`src/rtl/sync_in_multi.sv`:
```
// Multi-channel sync-input synchroniser, glitch filter and per-channel edge-pulse generator.
// Optional per-channel watchdog enabled by defining SYNC_TIMEOUT_EN.
module sync_in_multi #(
    parameter int NUM_CH         = 4,
    parameter int SYNC_STAGES    = 2,
    parameter int FILTER_CYCLES  = 0,
    parameter int TIMEOUT_CYCLES = 1000000
) (
    input  logic                  clk,
    input  logic                  rst,
    input  logic [NUM_CH-1:0]     sync_in,
    input  logic [2*NUM_CH-1:0]   edge_mode,
    output logic [NUM_CH-1:0]     sync_level,
    output logic [NUM_CH-1:0]     sync_pulse,
    output logic                  sync_pulse_any,
    output logic [NUM_CH-1:0]     sync_timeout
);

    localparam int CNT_W = (FILTER_CYCLES > 0) ? $clog2(FILTER_CYCLES + 1) : 1;
    localparam logic [CNT_W-1:0] FILT_MAX = CNT_W'(FILTER_CYCLES);

    typedef enum logic {
        ST_LOW  = 1'b0,
        ST_HIGH = 1'b1
    } state_t;

    logic [NUM_CH-1:0] pulse_d;
    logic              pulse_any_d;
    logic              pulse_any_q;

    generate
        if (NUM_CH < 1 || SYNC_STAGES < 2 || FILTER_CYCLES < 0 || TIMEOUT_CYCLES < 1) begin : g_bad_params
            $error("sync_in_multi: illegal parameter value");
        end
    endgenerate

    genvar gi;
    generate
        for (gi = 0; gi < NUM_CH; gi++) begin : g_ch
            logic [SYNC_STAGES-1:0] sync_d, sync_q;
            logic [CNT_W-1:0]       cnt_d, cnt_q;
            state_t                 state_d, state_q;
            logic                   pulse_q;
            logic                   pulse_nxt;
            logic                   s;
            logic [1:0]             mode;

            assign s    = sync_q[SYNC_STAGES-1];
            assign mode = edge_mode[2*gi+1 -: 2];

            // Filter counts consecutive samples that disagree with the accepted level.
            always_comb begin
                sync_d    = {sync_q[SYNC_STAGES-2:0], sync_in[gi]};
                cnt_d     = '0;
                state_d   = state_q;
                pulse_nxt = 1'b0;
                if (s == (state_q == ST_HIGH)) begin
                    cnt_d = '0;
                end else if (cnt_q != FILT_MAX) begin
                    cnt_d = cnt_q + CNT_W'(1);
                end else begin
                    state_d   = (state_q == ST_HIGH) ? ST_LOW : ST_HIGH;
                    pulse_nxt = s ? mode[0] : mode[1];
                end
            end

            always_ff @(posedge clk) begin
                if (rst) begin
                    sync_q  <= '0;
                    cnt_q   <= '0;
                    state_q <= ST_LOW;
                    pulse_q <= 1'b0;
                end else begin
                    sync_q  <= sync_d;
                    cnt_q   <= cnt_d;
                    state_q <= state_d;
                    pulse_q <= pulse_nxt;
                end
            end

            assign pulse_d[gi]    = pulse_nxt;
            assign sync_level[gi] = (state_q == ST_HIGH);
            assign sync_pulse[gi] = pulse_q;

`ifdef SYNC_TIMEOUT_EN
            localparam int TO_W = (TIMEOUT_CYCLES > 0) ? $clog2(TIMEOUT_CYCLES + 1) : 1;
            localparam logic [TO_W-1:0] TO_MAX = TO_W'(TIMEOUT_CYCLES);

            logic [TO_W-1:0] wd_d, wd_q;
            logic            timeout_d, timeout_q;

            // Saturating watchdog; a disabled channel never times out.
            always_comb begin
                wd_d = wd_q;
                if (pulse_q || mode == 2'b00) begin
                    wd_d = '0;
                end else if (wd_q != TO_MAX) begin
                    wd_d = wd_q + TO_W'(1);
                end
                timeout_d = (wd_d == TO_MAX);
            end

            always_ff @(posedge clk) begin
                if (rst) begin
                    wd_q      <= '0;
                    timeout_q <= 1'b0;
                end else begin
                    wd_q      <= wd_d;
                    timeout_q <= timeout_d;
                end
            end

            assign sync_timeout[gi] = timeout_q;
`else
            assign sync_timeout[gi] = 1'b0;
`endif
        end
    endgenerate

    always_comb begin
        pulse_any_d = |pulse_d;
    end

    always_ff @(posedge clk) begin
        if (rst) begin
            pulse_any_q <= 1'b0;
        end else begin
            pulse_any_q <= pulse_any_d;
        end
    end

    assign sync_pulse_any = pulse_any_q;

endmodule

```
`config.mk`:
```
export PLATFORM = sky130hd
export DESIGN_NAME = sync_in_multi
export DESIGN_NICKNAME = d
export VERILOG_FILES = /design/src/rtl/sync_in_multi.sv
export SDC_FILE = /design/constraint.sdc
export NUM_CORES = 1
export LEC_CHECK = 0
export ABC_AREA = 1
export CORE_MARGIN = 4
export CORE_UTILIZATION = 24
export DETAILED_ROUTE_END_ITERATION = 8
export PLACE_DENSITY = 0.53
export SYNTH_ARGS = -nofsm -noshare
export SYNTH_HDL_FRONTEND = slang
export SYNTH_SLANG_ARGS = --single-unit
```
`constraint.sdc`:
```
create_clock -name clk -period 1 [get_ports clk]
set_input_delay 0.15 -clock clk [delete_from_list [all_inputs] [get_ports clk]]
set_output_delay 0.15 -clock clk [all_outputs]
set_load 0.005 [all_outputs]
```
==> metrics.yaml <==
die_h_um: 65.5
r2r-start: "g_ch[1].state_q$_SDFFE_PP0P_"
drv_cap: 0
cts_tree: "yes"
final_antenna_net_count: 0
core-area_um2: 3100
dpl.hpwl_um: 973
num_rows: 20
numCtsBuffers: 3
clock_skew_ns: 0.00160
wl_met3_um: 122
p_per_area_nw_per_um2: 1420
diodes: 0
leakage_uw: 0.000501
via_count: 585
cp_cell_sequence: "buf_4, inv_1, nand3_1, nand2_1, nand2_2, nand2_2, nor2_1, nor2_1"
dieArea_um2: 4290
cts.clk_slew.worst_paths_ns: 0.11
grt.total_usage: 0.0641
grt_pass1_wl_mm: 2.09
period_needed_ns: 0.974
multi_input_area_um2: 220
numClockSinks: 21
synth_area_leader_cell: "dfxtp_1"
cts-root-buf: "clkbuf_4"
floorplan.initialDensity: 0.256
layout-drive-gt1-share: 0.275
first_pass_iters: 2
top_layer: "met3"
rsz0062_at_grt: "true"
hp-class: "in -> reg"
slowest_stage: "dfxtp_2"
fmax_ghz: 1.03
syn_avg_cell_area_um2: 8.36
startpoint: "g_ch[1].state_q$_SDFFE_PP0P_"
drc: 0
slew_viol_final: 0
netlist_instances: 95
clock_path_buffers: 2
grt_pass1_vias: 546
clk-insertion-delay-late_ns: 0.29
syn2layout_area_growth_pct: 28.7
critPathMaxStageDelay_ns: 0.33
vdd_drop_max_uv: 656
wl_per_cell_um: 7.89
synth_area_um2: 795
finish.utilization: 0.329
timing.final.crit_share: 0.974
critical_path.endpoint: "sync_pulse_any$_SDFF_PP0_"
reg2reg_depth: 8
synthTopCellsByArea: "dfxtp_1 53%, buf_4 11%, inv_1 9.0%, nor2_1 8.5%, nand3_1 4.4%"
antenna_found_initial: 0
final_cell_count_no_fill: 164
htree_num_levels: 1
wl_mm: 1.29
fillers: 352
synth.yosys.seq_area_share: 0.529
gp_congestion: 0.679
worstSetupPathType: "reg -> reg"
path_max_fanout: 2
cp.required_ns: 1.23
viasPerCell: 3.57
ys_warn_count: 0
postCtsHoldBufs: 0
startpoint_type: "flop"
synth.distinct_cells: 12
run_status: "complete, no violations"
r2r-end: "sync_pulse_any$_SDFF_PP0_"
seq_area_um2: 429
rrSetupSlack_ns: 0.03
synth_seq_cells: 21
setup_viol: 0
fin_tns_setup_ns: 0
cp-end-kind: "flop"
hold_viol: 0
placedCellCount: 156
first_iter_violations: 1
grt_overflow_total: 0
num_io_pins: 27
cp.arrival_ns: 1.20
netlist.area_leader.share: 0.529
wl_met1_um: 628
numPortBuffers: 22
wl_met2_um: 543
holdWs_ns: 0.362
die_w_um: 65.5
grt_max_degree: 12
finalNetCount: 135
==> kinds of logic (layout without fill, tap and decap cells) <==
group | Yosys count | count (layout) | synth area share
and+or+nand+nor | 36 | 36 | 0.192
DFF | 21 | 21 | 0.529
other | 1 | 8 | 0.00472
AOI/OAI and AO/OA | 4 | 4 | 0.0378
buffers and inverters | 33 | 51 | 0.236
==> flip-flops by register name, summed over array words and instances, names as in the netlist <==
name,cells
sync_pulse_any,1
g_ch.cnt_q,4
g_ch.sync_q,8
g_ch.pulse_q,4
g_ch.state_q,4
==> placed cells by master (no fill, tap or decap) <==
cell             count
nand3_1              7
inv_2                3
nand3b_1             1
clkdlybuf4s50_1     13
conb_1               8
clkbuf_2             4
nand2_2              5
clkbuf_4             3
buf_4                6
clkbuf_1             1
a211oi_1             4
dfxtp_1             14
inv_1               16
nand2_1              5
nor2_1              18
dfxtp_2              7
buf_2                5
==> where the power goes <==
group          total [uW]  leakage [uW]  internal (uW)  switching, uW
registers             897      0.000176            878           18.6
clock network         389     0.0000150            155            234
logic                 164      0.000310           95.1           69.2
==> synth_stat cells (all sizes together) <==
library cell,n
buf,14
conb,1
inv,19
nand3b,1
a211oi,4
nand3,7
dfxtp,21
nor2,18
nand2,10
==> metal layers <==
| layer | track usage | up-vias |
|---|---|---|
| li1 | - | 311 |
| met1 | 0.0698 | 255 |
| met2 | 0.0999 | 19 |
| met3 | 0.0410 | 0 |
| met4 | 0.0233 | 0 |
| met5 | 0 | - |
==> critical path: cells and delay by family, from the launching register on <==
| kind | cells | cell delay (ns) |
|---|---|---|
| and+or+nand+nor | 6 | 0.39 |
| DFF | 1 | 0.33 |
| buffers and inverters | 2 | 0.18 |
==> how the worst min path moves through the flow <==
stage,startpoint,endpoint,slack (ns),depth (start not counted)
finish,sync_in[2],g_ch[2].sync_q[0]$_SDFF_PP0_,0.36,3
global route,sync_in[2],g_ch[2].sync_q[0]$_SDFF_PP0_,0.36,3
CTS,sync_in[2],g_ch[2].sync_q[0]$_SDFF_PP0_,0.34,3
detailed placement,g_ch[1].sync_q[0]$_SDFF_PP0_,g_ch[1].sync_q[1]$_SDFF_PP0_,0.40,2
global placement,g_ch[3].sync_q[0]$_SDFF_PP0_,g_ch[3].sync_q[1]$_SDFF_PP0_,0.39,2
floorplan,sync_in[0],g_ch[0].sync_q[0]$_SDFF_PP0_,0.26,2
==> area by class of cell <==
type / instances / area share
sequential: 21 / 0.420
multi-input combinational: 48 / 0.215
timing repair buffer: 28 / 0.215
inverter: 19 / 0.0698
tap: 44 / 0.0539
clock buffer: 4 / 0.0257
==> timing repair <==
item,in CTS,in global routing
gates cloned,0,0
resized for setup,32,13
buffers inserted,4,0
setup endpoints to repair,9,6
pin swaps,0,4
==> through the flow <==
stage	worst slack [ns]	power, uW	cell area [um^2]
final	0.0262	1450	1020
after global routing	-0.0159	1540	1020
after CTS	0.00383	1490	1040
after detailed placement	-0.103	1080	995
after global placement	-0.0935	1070	995
after floorplan	0.184	1010	821
Note: power is estimated with default switching activity, not from simulation.
